### src/rtl/tank_hit_responder.sv
// tank_hit_responder: decides each frame whether the opponent's bullet struck
// this tank, and owns the tank's health, armor and invulnerability state.
module tank_hit_responder #(
  parameter logic [1:0] Lives_Init    = 2'd3,
  parameter logic [1:0] Armor_Max     = 2'd2,
  parameter logic [6:0] Invuln_Frames = 7'd60
) (
  input  logic       frame_clk,
  input  logic       Reset_n,
  input  logic [9:0] BulletX,
  input  logic [9:0] BulletY,
  input  logic [9:0] BulletS,
  input  logic       bullet_on,
  input  logic       bullet_upgraded,
  input  logic [9:0] TankX,
  input  logic [9:0] TankY,
  input  logic [9:0] TankS,
  input  logic       armor_pickup,
  input  logic       restart,
  output logic       player_hit,
  output logic       armor_hit,
  output logic [1:0] health,
  output logic [1:0] armor_count,
  output logic       invuln,
  output logic       player_dead
);

  typedef enum logic [1:0] {
    ST_ALIVE  = 2'd0,
    ST_INVULN = 2'd1,
    ST_DEAD   = 2'd2
  } state_t;

  state_t     state_q, state_d;
  logic [1:0] health_q, health_d;
  logic [1:0] armor_q, armor_d;
  logic [6:0] cnt_q, cnt_d;
  logic       player_hit_q, player_hit_d;
  logic       armor_hit_q, armor_hit_d;
  logic       overlap_q, overlap_d;

  logic [10:0] dx;
  logic [10:0] dy;
  logic [10:0] r;
  logic        hit_evt;
  logic [1:0]  health_dec;

  // Box overlap test on 11-bit magnitudes so the sum of half-sizes cannot wrap.
  always_comb begin
    dx = (BulletX >= TankX) ? ({1'b0, BulletX} - {1'b0, TankX})
                            : ({1'b0, TankX} - {1'b0, BulletX});
    dy = (BulletY >= TankY) ? ({1'b0, BulletY} - {1'b0, TankY})
                            : ({1'b0, TankY} - {1'b0, BulletY});
    r  = {1'b0, BulletS} + {1'b0, TankS};
    overlap_d = bullet_on & (dx <= r) & (dy <= r);
    // Rising edge of overlap only, so a lingering bullet counts once.
    hit_evt   = overlap_d & ~overlap_q;
  end

  // Next-state, counter, health/armor and pulse decisions.
  always_comb begin
    state_d      = state_q;
    health_d     = health_q;
    armor_d      = armor_q;
    cnt_d        = cnt_q;
    player_hit_d = 1'b0;
    armor_hit_d  = 1'b0;
    health_dec   = (health_q != 2'd0) ? (health_q - 2'd1) : 2'd0;

    if (restart) begin
      state_d  = ST_ALIVE;
      health_d = Lives_Init;
      armor_d  = 2'd0;
      cnt_d    = 7'd0;
    end else begin
      case (state_q)
        ST_ALIVE: begin
          if (hit_evt) begin
            if (armor_q != 2'd0) begin
              armor_hit_d = 1'b1;
              armor_d     = bullet_upgraded ? 2'd0 : (armor_q - 2'd1);
            end else begin
              player_hit_d = 1'b1;
              health_d     = health_dec;
              if (health_dec == 2'd0) begin
                state_d = ST_DEAD;
              end else begin
                state_d = ST_INVULN;
                cnt_d   = Invuln_Frames - 7'd1;
              end
            end
          end
        end
        ST_INVULN: begin
          // Bullet is still consumed, but the tank takes no damage.
          if (hit_evt) begin
            player_hit_d = 1'b1;
          end
          if (cnt_q == 7'd0) begin
            state_d = ST_ALIVE;
          end else begin
            cnt_d = cnt_q - 7'd1;
          end
        end
        ST_DEAD: begin
          // Bullets pass through; wait for restart.
        end
        default: begin
          state_d = ST_ALIVE;
        end
      endcase

      // Pickup wins over a same-frame hit; the hit already used the old armor.
      if (armor_pickup && (state_q != ST_DEAD)) begin
        armor_d = Armor_Max;
      end
    end
  end

  // State register with asynchronous active-low reset.
  always_ff @(posedge frame_clk or negedge Reset_n) begin
    if (!Reset_n) begin
      state_q      <= ST_ALIVE;
      health_q     <= Lives_Init;
      armor_q      <= 2'd0;
      cnt_q        <= 7'd0;
      player_hit_q <= 1'b0;
      armor_hit_q  <= 1'b0;
      overlap_q    <= 1'b0;
    end else begin
      state_q      <= state_d;
      health_q     <= health_d;
      armor_q      <= armor_d;
      cnt_q        <= cnt_d;
      player_hit_q <= player_hit_d;
      armor_hit_q  <= armor_hit_d;
      overlap_q    <= overlap_d;
    end
  end

  assign player_hit  = player_hit_q;
  assign armor_hit   = armor_hit_q;
  assign health      = health_q;
  assign armor_count = armor_q;
  assign invuln      = (state_q == ST_INVULN);
  assign player_dead = (state_q == ST_DEAD);

endmodule

### config.mk
export PLATFORM = sky130hd
export DESIGN_NAME = tank_hit_responder
export DESIGN_NICKNAME = d
export VERILOG_FILES = /design/src/rtl/tank_hit_responder.sv
export SDC_FILE = /design/constraint.sdc
export NUM_CORES = 1
export LEC_CHECK = 0
export ABC_AREA = 0
export CELL_PAD_IN_SITES_DETAIL_PLACEMENT = 1
export CELL_PAD_IN_SITES_GLOBAL_PLACEMENT = 1
export CORE_MARGIN = 2
export CORE_UTILIZATION = 42
export CTS_CLUSTER_SIZE = 30
export DETAILED_ROUTE_END_ITERATION = 10
export PLACE_DENSITY_LB_ADDON = 0.1
export SETUP_SLACK_MARGIN = 0.1
export SLEW_MARGIN = 20
export SYNTH_ARGS = -nofsm -noshare
export SYNTH_HDL_FRONTEND = slang
export SYNTH_SLANG_ARGS = --single-unit
### constraint.sdc
create_clock -name frame_clk -period 2.87 [get_ports frame_clk]
set_clock_uncertainty 0.05 [all_clocks]
set_input_delay 0.574 -clock frame_clk [delete_from_list [all_inputs] [get_ports frame_clk]]
set_output_delay 0.574 -clock frame_clk [all_outputs]
set_load 0.02 [all_outputs]
==> results of run 1 <==
[cells in the mapped netlist, drive strengths merged, types with 5 or more instances]
| cell type | n | area [µm²] |
|---|---|---|
| dfrtp | 14 | 350 |
| a21o | 19 | 143 |
| and3 | 8 | 55.1 |
| nand3 | 9 | 45.0 |
| nor2 | 20 | 77.6 |
| mux2 | 5 | 56.3 |
| nor2b | 8 | 50.1 |
| ha | 75 | 938 |
| nor3 | 11 | 55.1 |
| nand2 | 33 | 124 |
| nand4 | 7 | 43.8 |
| inv | 65 | 244 |
| a21oi | 42 | 210 |
| nand2b | 7 | 43.8 |
| o21ai | 31 | 155 |
| buf | 8 | 63.8 |
| o21a | 5 | 37.5 |
| a211oi | 5 | 37.5 |
| xor2 | 8 | 70.1 |
| mux2i | 7 | 70.1 |
| xnor2 | 14 | 123 |
| fa | 5 | 100 |
[cell families after synthesis]
kind of cell	Yosys count	share of synthesized area
adder cells (fa/ha/maj)	80	0.280
multiplexers	12	0.0341
AND/OR/NAND/NOR	123	0.172
AO/OA/AOI/OAI	147	0.266
XOR/XNOR	22	0.0520
flip-flops	16	0.109
buffers and inverters	77	0.0872
[through the flow]
step	TNS, ns	utilization	hold slack [ns]	cell area, µm²
3_5_place_dp	-31.33	0.658	0.488	5680
3_3_place_gp	-26.86	0.658	0.457	5680
2_1_floorplan	-14.71	-	0.228	3900
==> impl_metrics.yaml, run 1 <==
synth:
  ys.flop_type: "dfrtp_1"
  synthCells: 477
  ys_ff_latch: 16
  synthDistinctLibCells: 69
  syn_nets: 623
  netlist_area_um2: 3700
  synth_area_per_cell_um2: 7.76
  synth_warnings: 0
  ys_seq_area_frac: 0.109
  postSynth.asyncResetShare: 1.00
  synth-edff-count: 0
placed_design:
  place.gp.congestion: 0.880
  port_buffers: 73
  post-place-ws_ns: -2.18
  hpwl_um: 13000
  dpl.cell_count: 782
die:
  fp.dieW_um: 97.9
  ios: 74
  die_y_um: 97.9
  row_count: 34
  start_util: 0.429
clocking:
  cts_buffers: 3
  clk_path_buf_depth: 2
  htreeDepth: 1
  post_cts_resized: 262
  post_cts_buffers: 38
  clock-sinks: 16
  postCtsHoldBufs: 0
  cts_root_buf: "clkbuf_8"
run_status:
  lastStage: "clock tree synthesis"
  error_line: "[ERROR DPL-0033] detailed placement checks failed during check placement."
  status: "stopped before the end"
==> run 2: changes to the inputs <==
==> config.mk (replaced) <==
export PLATFORM = sky130hd
export DESIGN_NAME = tank_hit_responder
export DESIGN_NICKNAME = d
export VERILOG_FILES = /design/src/rtl/tank_hit_responder.sv
export SDC_FILE = /design/constraint.sdc
export NUM_CORES = 1
export LEC_CHECK = 0
export ABC_AREA = 0
export CORE_MARGIN = 2
export CORE_UTILIZATION = 40
export DETAILED_ROUTE_END_ITERATION = 10
export PLACE_DENSITY_LB_ADDON = 0.15
export SLEW_MARGIN = 20
export SYNTH_ARGS = -nofsm -noshare
export SYNTH_HDL_FRONTEND = slang
export SYNTH_SLANG_ARGS = --single-unit
==> run 2 against run 1 <==
The flow now finishes, with violations (setup timing). Area after synthesis did not move. Synthesized cell count did not move.
==> impl_metrics.yaml, run 2 <==
clocking:
  htreeDepth: 1
  clk_path_buf_depth: 2
  cts_root_buf: "clkbuf_8"
  cts_tree: "yes"
  clock-sinks: 16
  cts_buffers: 3
  clk_pin_slew_ns: 0.06
  clock_latency_ns: 0.25
critical_path:
  arrival_ns: 4.29
  path_max_fanout: 4
  endpoint_kind: "flop"
  worst_r2r_endpoint: "cnt_q[3]"
  cp.required_ns: 2.98
  reg2reg_slack_ns: 0.81
  rr_worst_depth: 8
  r2r_start: "cnt_q[0]"
  start_kind: "input port"
  critPathKind: "input port to flop"
layout:
  drive_above_1_share: 0.525
  post-route-cell-area_um2: 6790
  fin_util: 0.746
  regMostFlops: "cnt_q"
  final_common_cell: "buf_4"
  final_nets: 856
  final-instance-count-excl-fill: 820
  largest_register_ffs: 7
  area_growth_pct: 83.4
  fillers: 649
  diodes: 0
  layout_common_cells: "155 x buf_4, 45 x inv_1, 35 x ha_1"
synth:
  postSynth.asyncResetShare: 1.00
  synthCells: 477
  synth_warnings: 0
  ys_ff_latch: 16
  synth_area_per_cell_um2: 7.76
  yosysTopAreaCell: "ha_1"
  yosys-top-cells-area: "ha_1 25%, dfrtp_1 9.5%, inv_1 6.6%, a21oi_1 5.7%, a21o_1 3.9%"
  synth-edff-count: 0
  synthDistinctLibCells: 69
  ys_top_cells_by_count: "75 x ha_1, 65 x inv_1, 42 x a21oi_1, 33 x nand2_1, 27 x o21ai_0"
  netlist_area_um2: 3700
  ys.flop_type: "dfrtp_1"
  synth.top_cell.area_share: 0.253
  yosysMostFrequentCell: "ha_1"
  syn_nets: 623
  ys_seq_area_frac: 0.109
timing:
  worstMarginPinSlew_ns: 0.757
  setup_viol: 16
  rsz0062_at_grt: "yes"
  slew-limit-headroom: 0.494
  hold_viol: 0
  maxSlewViolCount: 0
  period_needed_ns: 4.18
  holdWs_ns: 0.466
  max_freq_ghz: 0.239
  period_share: 1.46
  fin_ws_ns: -1.31
placed_design:
  place.gp.congestion: 0.938
  dpl.cell_count: 774
  placed_cell_area_um2: 5610
  port_buffers: 73
  post-place-ws_ns: -1.94
  hpwl_um: 8790
hold_path:
  hold_end: "health[1]"
  hp-start: "health[1]"
  hold_class: "flop to flop"
  min_path_cells: 2
routing:
  drc_errors: 0
  postRouteWirelength_um: 13000
  num_vias: 4417
  firstDrtPassIters: 4
  drt_iter0_drc: 127
  routedWlPerCell_um: 15.9
  viasPerCell: 5.39
  drtAntennaViolNets: 0
run_status:
  violations: "setup timing"
  status: "complete, but fails checks"
global_routing:
  grt_overflow: 0
  grt_max_degree: 17
  grt_first_pass_wirelength_um: 19600
  antenna_found_initial: 0
  grt_pass1_vias: 4474
  track_usage: 0.234
pwr:
  irDropWorstVdd_v: 0.000168
  p_leak_uw: 0.00321
  power_density_nw_per_um2: 376
die:
  fp.dieW_um: 100
  die_y_um: 100
  ios: 74
  core-area_um2: 9110
  dieArea_um2: 10000
  start_util: 0.407
  row_count: 35
flow_run:
  drv_cap: 0
==> run 2: cell counts after synthesis <==
Identical to the previous run, type by type.
==> run 2: metrics by stage <==
stage / TNS (ns) / power, µW
2_1_floorplan: -14.71 / 1220
3_3_place_gp: -25.88 / 1740
3_5_place_dp: -27.03 / 1780
4_1_cts: -16.86 / 2310
5_1_grt: -20.17 / 2750
6_report: -17.95 / 2550
==> run 2: worst max-delay path by stage <==
stage	start	end	slack, ns	depth (start not counted)
floorplan	TankX[7]	armor_count[0]	-1.21	17
global placement	BulletS[1]	armor_count[0]	-1.83	19
detailed placement	BulletS[1]	armor_count[0]	-1.94	19
CTS	BulletX[4]	cnt_q[2]	-1.15	19
global route	TankY[0]	armor_count[1]	-1.46	21
finish	TankY[0]	armor_count[1]	-1.31	21
==> run 2: what timing repair did <==
item,CTS,global route
resized for setup,230,112
hold buffers,0,0
setup endpoints to repair,16,16
cloned,0,0
pin swaps,95,72
setup buffers,32,17
==> run 2: logic make-up (layout without fill, tap and decap cells) <==
family / Yosys count / count (layout) / share of synthesized area
XOR/XNOR: 22 / 22 / 0.0520
AND/OR/NAND/NOR: 123 / 123 / 0.172
buffers and inverters: 77 / 309 / 0.0872
adder cells (fa/ha/maj): 80 / 80 / 0.280
AO/OA/AOI/OAI: 147 / 147 / 0.266
flip-flops: 16 / 16 / 0.109
multiplexers: 12 / 12 / 0.0341
==> run 2: critical path, cell delays in order <==
cell and delay (ns):
buf_8 0.11, inv_4 0.05, ha_4 0.13, inv_2 0.04, fa_2 0.34, nand2_2 0.08, nand2_2 0.05, a221o_2 0.34
nand3_2 0.07, mux2i_2 0.08, or3_4 0.38, a221oi_4 0.35, ha_4 0.19, nand4_1 0.15, nor3_2 0.26, nor2_1 0.09
o21ai_2 0.12, nand4_1 0.18, buf_4 0.18, or3_4 0.33, a31oi_1 0.19
==> run 2: cell type report <==
class                      instances  area (µm²)  area share
clock buffer                       4        55.1     0.00810
inverter                          65         259      0.0381
multi-input combinational        384        3980       0.586
sequential                        16         403      0.0593
tap                              111         139      0.0204
timing repair buffer             240        1960       0.288
==> run 2: power breakdown <==
group          switching (µW)  internal [µW]  leakage (µW)
sequential               41.4            269      0.000207
combinational             963           1080       0.00297
clock                    78.3            122     0.0000288
==> run 2: layer usage <==
| metal | vias up | wire, µm | part of all wire | global-route usage |
|---|---|---|---|---|
| li1 | 2171 | - | - | - |
| met1 | 2111 | 5180 | 0.40 | 0.267 |
| met2 | 103 | 7190 | 0.55 | 0.462 |
| met3 | 32 | 303 | 0.023 | 0.0174 |
| met4 | 0 | 363 | 0.028 | 0.0622 |
| met5 | - | 0 | 0 | 0 |
Note: power is estimated with default switching activity, not from simulation.
